File: src/rtl/div_pkg.sv
// Shared defaults, FSM encoding and counter width for the sequential restoring divider.
package div_pkg;
  localparam int DEF_DIVIDEND_W = 8;
  localparam int DEF_DIVISOR_W  = 4;
  localparam int DEF_CNT_W      = $clog2(DEF_DIVIDEND_W);

  typedef enum logic [1:0] {
    IDLE = 2'd0,
    RUN  = 2'd1,
    DONE = 2'd2
  } state_t;
endpackage

File: src/rtl/div_step.sv
// One combinational restoring-division step: shift in the next dividend bit,
// trial-subtract the divisor, keep the difference only if it did not go negative.
module div_step
  import div_pkg::*;
#(
  parameter int DIVISOR_W = DEF_DIVISOR_W
) (
  input  logic [DIVISOR_W:0]   pr_in,
  input  logic                 next_bit,
  input  logic [DIVISOR_W-1:0] divisor,
  output logic [DIVISOR_W:0]   pr_out,
  output logic                 q_bit
);
  logic [DIVISOR_W:0] t;

  assign t = {pr_in[DIVISOR_W-1:0], next_bit};
  // PR stays below the divisor, so its top bit is zero; OR-ing it keeps the step
  // correct even if that ever stopped holding.
  assign q_bit  = pr_in[DIVISOR_W] | (t >= {1'b0, divisor});
  assign pr_out = q_bit ? (t - {1'b0, divisor}) : t;
endmodule

File: src/rtl/seq_restoring_divider.sv
// Iterative unsigned restoring divider, one quotient bit per clock, start/done handshake.
// Optional DIVIDER_SELFCHECK_EN adds check_ok: registered q*d+r==dividend on entry to DONE.
module seq_restoring_divider
  import div_pkg::*;
#(
  parameter int DIVIDEND_W = DEF_DIVIDEND_W,
  parameter int DIVISOR_W  = DEF_DIVISOR_W
) (
  input  logic                  clk,
  input  logic                  rst,
  input  logic                  start,
  input  logic [DIVIDEND_W-1:0] dividend,
  input  logic [DIVISOR_W-1:0]  divisor,
  output logic                  ready,
  output logic                  busy,
  output logic                  done,
  output logic [DIVIDEND_W-1:0] quotient,
  output logic [DIVISOR_W-1:0]  remainder,
  output logic                  div_by_zero
`ifdef DIVIDER_SELFCHECK_EN
  ,
  output logic                  check_ok
`endif
);
  localparam int CNT_W = $clog2(DIVIDEND_W);

  state_t                state, nxt;
  logic [CNT_W-1:0]      cnt;
  logic [DIVISOR_W:0]    pr, pr_nxt;
  logic [DIVIDEND_W-1:0] q_sr, q_nxt;
  logic [DIVISOR_W-1:0]  dvs_q;
  logic                  q_bit, accept, dz, last;

  assign accept = start & ready;
  assign dz     = (divisor == '0);
  assign last   = (state == RUN) && (cnt == '0);
  assign q_nxt  = {q_sr[DIVIDEND_W-2:0], q_bit};

  div_step #(.DIVISOR_W(DIVISOR_W)) u_step (
    .pr_in   (pr),
    .next_bit(q_sr[DIVIDEND_W-1]),
    .divisor (dvs_q),
    .pr_out  (pr_nxt),
    .q_bit   (q_bit)
  );

  always_ff @(posedge clk) begin
    if (rst) state <= IDLE;
    else     state <= nxt;
  end

  always_comb begin
    nxt = state;
    case (state)
      IDLE, DONE: begin
        if (start) nxt = dz ? DONE : RUN;
        else       nxt = IDLE;
      end
      RUN:     if (cnt == '0) nxt = DONE;
      default: nxt = IDLE;
    endcase
  end

  always_comb begin
    ready = (state != RUN);
    busy  = (state == RUN);
    done  = (state == DONE);
  end

  // Divide by zero short-circuits straight to the all-ones/low-bits result.
  always_ff @(posedge clk) begin
    if (rst) begin
      cnt         <= '0;
      pr          <= '0;
      q_sr        <= '0;
      dvs_q       <= '0;
      quotient    <= '0;
      remainder   <= '0;
      div_by_zero <= 1'b0;
    end else if (accept) begin
      cnt         <= CNT_W'(DIVIDEND_W - 1);
      pr          <= '0;
      q_sr        <= dividend;
      dvs_q       <= divisor;
      div_by_zero <= dz;
      if (dz) begin
        quotient  <= '1;
        remainder <= dividend[DIVISOR_W-1:0];
      end
    end else if (state == RUN) begin
      cnt  <= cnt - 1'b1;
      pr   <= pr_nxt;
      q_sr <= q_nxt;
      if (last) begin
        quotient  <= q_nxt;
        remainder <= pr_nxt[DIVISOR_W-1:0];
      end
    end
  end

`ifdef DIVIDER_SELFCHECK_EN
  localparam int PW = DIVIDEND_W + DIVISOR_W;

  logic [DIVIDEND_W-1:0] dvd_q;
  logic [PW-1:0]         prod, sum;

  // Shift-and-add array multiply of the final quotient by the latched divisor.
  always_comb begin
    prod = '0;
    for (int i = 0; i < DIVISOR_W; i++)
      if (dvs_q[i]) prod = prod + (PW'(q_nxt) << i);
    sum = prod + PW'(pr_nxt[DIVISOR_W-1:0]);
  end

  always_ff @(posedge clk) begin
    if (rst) begin
      dvd_q    <= '0;
      check_ok <= 1'b0;
    end else if (accept) begin
      dvd_q <= dividend;
      if (dz) check_ok <= 1'b1;
    end else if (last) begin
      check_ok <= (sum == PW'(dvd_q));
    end
  end
`endif
endmodule

File: config.mk
export PLATFORM = sky130hd
export DESIGN_NAME = seq_restoring_divider
export DESIGN_NICKNAME = d
export VERILOG_FILES = /design/src/rtl/div_pkg.sv /design/src/rtl/div_step.sv /design/src/rtl/seq_restoring_divider.sv
export SDC_FILE = /design/constraint.sdc
export NUM_CORES = 1
export LEC_CHECK = 0
export BUFFER_PORTS_ARGS = -buffer_cell sky130_fd_sc_hd__buf_2
export CAP_MARGIN = 20
export CELL_PAD_IN_SITES_DETAIL_PLACEMENT = 0
export CELL_PAD_IN_SITES_GLOBAL_PLACEMENT = 1
export CORE_ASPECT_RATIO = 2
export CORE_UTILIZATION = 37
export CTS_CLUSTER_SIZE = 25
export DETAILED_ROUTE_END_ITERATION = 7
export MAX_ROUTING_LAYER = met4
export PLACE_DENSITY_LB_ADDON = 0.1
export REMOVE_ABC_BUFFERS = 1
export SLEW_MARGIN = 20
export SYNTH_ARGS = -nofsm -noshare
export SYNTH_HDL_FRONTEND = slang
export SYNTH_HIERARCHICAL = 1
export SYNTH_SLANG_ARGS = --single-unit
File: constraint.sdc
create_clock -name clk -period 1.9 [get_ports clk]
set_clock_uncertainty 0.2 [all_clocks]
set_input_delay 0.095 -clock clk [delete_from_list [all_inputs] [get_ports clk]]
set_output_delay 0.095 -clock clk [all_outputs]
set_load 0.02 [all_outputs]
Yosys cells after proc, flatten, opt, wreduce, memory -nomap -nowiden

Cells that the tools add are included.

Logic and storage cells: 44
Output and inout bits: 16
Input bits: 15
Register bits: 35

Add/sub/neg operators: 2
Multiplexer cells: 17
Reductions and logical operators: 9
Bitwise logic cells: 2
Equality and inequality tests: 5
Order comparisons: 1

Operator list:

| cell                                                                     | count |
|---|---|
| 8-bit 2-to-1 mux                                                         | 6 |
| 4-bit 2-to-1 mux                                                         | 4 |
| 2-bit 2-to-1 mux                                                         | 3 |
| 3-bit 2-to-1 mux                                                         | 2 |
| 2-bit by 1-bit inequality test with 1-bit output (second input constant) | 3 |
| 5-bit by 4-bit >= comparator with 1-bit output                           | 1 |
| 5-bit 2-to-1 mux                                                         | 1 |
| 5-bit by 4-bit subtractor with 5-bit output                              | 1 |
| 4-bit logical NOT                                                        | 1 |
| 2-bit one-hot mux with 2 select lines                                    | 1 |
| 2-bit nonzero test                                                       | 2 |
| 2-bit OR reduction                                                       | 2 |
| 3-bit logical NOT                                                        | 1 |
| 3-bit AND reduction                                                      | 1 |
| 3-bit by 1-bit subtractor with 3-bit output (second input constant)      | 1 |
| 2-bit by 1-bit == test with 1-bit output (second input constant)         | 1 |
| 2-bit == test (second input constant)                                    | 1 |
| 2-bit logical NOT                                                        | 1 |
| 1-bit AND                                                                | 1 |
| 1-bit logical AND                                                        | 1 |
| 1-bit OR                                                                 | 1 |

Depth between registers and ports, before layout

Depth in word-level cells: 6
Mapped depth: 9
Depth with buffers taken out: 9

Hierarchy

Netlist, hierarchy kept.

By module, submodules not included:

| module                | instances | cells an instance | area each (µm²) | sequential area each (µm²) |
|---|---|---|---|---|
| seq_restoring_divider | 1         | 170               | 1,507.7         | 700.7 |
| div_step              | 1         | 34                | 292.8           | 0.0 |

Worst setup path before layout

Ideal clock, no wire load.

Path type: reg2reg
Start point: register dvs_q[1]
End point: register remainder[1]
Arrival: 1.800 ns
Cell stages (with the launch flop): 9
Path slack: -0.191 ns
Path buffers: 0
Cell sequence: dfxtp_1 inv_1 ha_1 nor2b_4 o31a_4 nor2_8 mux2i_1 o21ai_0 a311oi_1

Cells in the longest elaborated chain, start to end: 6
Elaborated cells between the ends (all ways): 7
Classes of those cells: add/sub: 1; order compare: 1; mux: 4; bitwise: 1

Ends and longest elaborated chain:

| item                                           | RTL line                    | source |
|---|---|---|
| from (decl)                                    | seq_restoring_divider.sv:31 | `logic [DIVISOR_W-1:0] dvs_q;` |
| from (signal assigned)                         | seq_restoring_divider.sv:84 | `dvs_q <= divisor;` |
| 5-bit by 4-bit >= comparator with 1-bit output | div_step.sv:19              | `assign q_bit = pr_in[DIVISOR_W] \| (t >= {1'b0, divisor});` |
| 1-bit OR                                       | div_step.sv:19              |  |
| 5-bit 2-to-1 mux *                             | div_step.sv:20              | `assign pr_out = q_bit ? (t - {1'b0, divisor}) : t;` |
| net pr_nxt[1]                                  | seq_restoring_divider.sv:29 | `logic [DIVISOR_W:0] pr, pr_nxt;` |
| 4-bit 2-to-1 mux *                             | seq_restoring_divider.sv:94 | `if (last) begin` |
| 4-bit 2-to-1 mux *                             | seq_restoring_divider.sv:90 | `end else if (state == RUN) begin` |
| 4-bit 2-to-1 mux *                             | seq_restoring_divider.sv:80 | `end else if (accept) begin` |
| to (signal assigned)                           | seq_restoring_divider.sv:88 | `remainder <= dividend[DIVISOR_W-1:0];` |
| to (signal assigned)                           | seq_restoring_divider.sv:96 | `remainder <= pr_nxt[DIVISOR_W-1:0];` |
| to (decl)                                      | seq_restoring_divider.sv:18 | `output logic [DIVISOR_W-1:0] remainder,` |

The timed path passes the listed nets; every way through them passes the cells marked *. The select of a mux whose other input is x is not followed.
A chain may end at the register's enable or synchronous reset.

Worst setup path in the final report

Start point: register dvs_q[1]
End point: register remainder[2]

The elaborated chain is that of the path after synthesis.

==> impl_summary.txt <==
----------------------------------------------------
[Logic synthesis]
  Netlist Area Pre-Place ... ~1800 um^2
  Main flop type after synthesis ... dfxtp_1
  Number of instances in the synthesized netlist ... 204
  Number of enable flip-flop cells after synthesis ... 0
  Mean post-synth cell area ... between 8 and 9 um^2
  Yosys cell types ... 39
  Yosys warning total ... 6
  Seq/Total Area, Yosys ... 38.9%
  Async SR Flop Fraction ... 0%
  Seq cells post-synth ... 35

[Power]
  Power after layout ... between 2 and 2.5 mW
  Static Leak ... a little over 1 nW
  Cell Pwr Density ... roughly 810 nW/um^2
  Worst IR Drop VDD ... approximately 0.00061 V

[Timing]
  Aggregate negative setup slack ... -1.01 ns
  Hold violation total from the final report ... 0
  Tightest slew margin relative to the limit ... 68.8%
  Tightest Pin Transition ... roughly 0.47 ns
  Fmax ... roughly 480 MHz
  Number of endpoints failing setup at the final stage ... 8
  Shortest clock period the worst path allows after layout ... approximately 2.1 ns
  Post-route worst hold slack ... roughly 0.074 ns
  Unrepaired setup endpoints after global routing ... yes
  Final count of pins violating max slew ... 0
  Part of the cycle the worst path needs ... 110%
  Final worst-path setup slack ... -0.186 ns

[GRT]
  Number of antenna violations at the first check in global routing ... 0
  Number of global-route vias before repair ... about 1800
  Remaining global-route overflow ... 0
  Global-route wire length before repair ... 8.34 mm
  Aggregate global-route resource usage ... between 20% and 30%
  Maximum number of pins on one net before global-route repair ... 25

[Worst setup path]
  Nature of the critical path endpoint ... flip-flop
  Data required, critical path ... ~1.9 ns
  Crit path kind ... flip-flop to flip-flop
  Crit-path max FO ... 4
  Cell class contributing the biggest share of worst-path delay ... compound AO/OA/AOI/OAI gates
  Kind of launch point of the worst setup path ... flip-flop
  Total number of cells along the worst setup path ... 9
  Worst-case reg-to-reg path depth ... 9
  Cell Chain, Critical Path ... inv_2 > ha_4 > nor2b_4 > o31a_4 > nor2_8 > buf_4 > mux2_4 > o21ai_2 > a311oi_1
  Max stage delay cell, worst path ... dfxtp_2
  CP Buf/Inv Count ... 2
  Delay of the slowest cell on the worst path ... between 0.3 and 0.4 ns
  Critical Path AT ... 2.04 ns

[Final layout]
  Final nets ... about 280
  FILL cells ... between 400 and 500
  Layout Cells excl Fill ... 318
  Core Util, Final ... between 50% and 60%
  Final cell area excluding filler cells ... between 2000 and 3000 um^2
  Share of final-layout standard cells stronger than drive strength 1 ... between 40% and 50%
  Inserted Diodes ... 0
  Layout overhead on the synthesized area ... 39.1%

[Clock network]
  Htree depth ... 2
  CTS tree ... built
  Inserted Clock Buffers ... 5
  Worst-skew pair later-pin latency ... around 0.28 ns
  Clock tree buffer depth ... 2
  Clk Tree Root Cell ... clkbuf_8
  Clock transition at the registers of the reported paths ... approximately 0.070 ns
  Clock sinks ... 35

[Floorplan]
  Die Outline Area ... approximately 5200 um^2
  Starting density of the core ... 38.8%
  Die width ... 51.3 um
  Y dimension of the die ... just over 100 um
  Core area ... 4640 um^2
  Cell row count ... 35
  Count of pins on the block boundary ... 31

[Detailed routing]
  Number of remaining DRC errors ... 0
  Post-detailed-route via-to-cell ratio ... 5.45
  Routed WL per cell ... approximately 16 um
  Total Wirelength ... between 5 and 6 mm
  Remaining number of nets flagged by the antenna check after routing ... 0
  Detailed-route via count ... around 1700
  Length of the first detailed-routing pass in iterations ... 4
  Initial DRC count ... 28

[Status]
  Result of the run ... finished, violations left
  Violations in the final reports ... setup timing

[Hold path]
  Hold path depth ... 2
  Worst Hold Class ... primary input to flip-flop

[Placed design]
  GPL Wtd Cong ... around 0.86
  Total half-perimeter wirelength after legalization and detailed placement ... roughly 3.5 mm
  Instance area after placement ... 2090 um^2
  Port bufs ... 30
  Placement-stage worst setup slack ... -0.339 ns
  Placed cell count ... between 200 and 300

[Run]
  # Max-Cap Violations ... 0

----------------------------------------------------
## routing by layer
metal	track usage [%]	vias up	share of wire [%]
li1	-	847	-
met1	24.5	824	40
met2	39.4	48	53
met3	3.32	14	3.0
met4	9.98	0	3.5
met5	-	-	0
## worst register-to-register path: cells and delay by family (launching register included)
family | cells | cell delay [ns]
flops | 1 | 0.34
buf+inv | 2 | 0.17
fa+ha+maj | 1 | 0.21
simple gates | 2 | 0.27
compound gates | 3 | 0.46
mux | 1 | 0.31
## registers in the layout, indices dropped and copies added, names as in the netlist
name,cells
q_sr,8
quotient,8
pr,5
dvs_q,4
remainder,4
cnt,3
state,2
div_by_zero,1
## cells by family (layout without fill, tap and decap cells)
family | Yosys count | in the layout | synth area share (%)
xor gates and xnor gates | 1 | 1 | 0.487
adders and majority gates | 7 | 7 | 5.28
muxes | 11 | 11 | 6.39
and+or+nand+nor | 67 | 67 | 20.7
AOI/OAI and AO/OA | 58 | 58 | 22.6
DFF | 35 | 35 | 38.9
buffers and inverters | 25 | 84 | 5.63
## final cells by class
class | count | area [um^2] | share of cell area (%)
clock buffer | 7 | 76.3 | 3.05
inverter | 11 | 43.8 | 1.75
timing repair buffer | 65 | 472 | 18.8
clock inverter | 1 | 5.00 | 0.200
sequential | 35 | 709 | 28.3
tap | 55 | 68.8 | 2.75
multi-input combinational | 144 | 1130 | 45.1
## layout by cell type (no fill, tap or decap), types with 2 or more instances in the layout
cell and n:
nor2_1 26, inv_1 3, buf_2 30, a21oi_1 7
ha_4 4, ha_1 2, inv_2 7, nand2_2 3
nor3_1 2, dfxtp_2 7, a21oi_2 6, mux2i_1 8
dfxtp_1 28, or3_1 2, nand3_1 8, clkbuf_8 5
nor2b_1 2, mux2i_2 2, o21ai_1 3, a211oi_1 19
buf_6 3, dlygate4sd3_1 14, buf_4 17, o21ai_0 7
a311oi_1 8, o21ai_2 2, clkbuf_1 2, nand2_1 9
## cell usage after synthesis, drive strengths merged, types with 2 or more instances
master / instances / area share (%)
dfxtp: 35 / 39
nor2: 29 / 6.9
a211oi: 20 / 8.3
a21oi: 13 / 3.6
nand2: 12 / 2.6
o21ai: 12 / 3.3
inv: 11 / 2.3
mux2i: 10 / 5.6
nand3: 9 / 2.5
a311oi: 8 / 3.9
buf: 7 / 1.9
clkbuf: 7 / 1.5
ha: 6 / 4.2
nor2b: 4 / 1.8
nor3: 3 / 1.1
and4bb: 2 / 1.4
or3: 2 / 0.69
## power breakdown
group / leakage (nW) / internal [mW] / total, mW / switching (mW)
logic: 0.691 / 0.314 / 0.655 / 0.341
registers: 0.290 / 0.797 / 0.841 / 0.0445
clock network: 0.0422 / 0.257 / 0.521 / 0.264
## final timing paths
kind	startpoint	slack, ns	to
setup / recovery	dvs_q[1]$_SDFFE_PP0P_	-0.19	remainder[2]$_SDFFE_PP0P_
hold / removal	rst	0.07	dvs_q[2]$_SDFFE_PP0P_
setup reg to reg	dvs_q[1]$_SDFFE_PP0P_	-0.19	remainder[2]$_SDFFE_PP0P_
hold reg to reg	cnt[0]$_SDFFE_PP0P_	0.27	cnt[0]$_SDFFE_PP0P_
## what timing repair did
item	CTS	global route
buffers inserted	4	2
cloned	0	0
endpoints found under the setup margin	11	15
hold buffers	14	0
pin swaps	11	14
gates resized for setup	30	16
endpoints found under the hold margin	16	0
(Power assumes the default switching activity.)
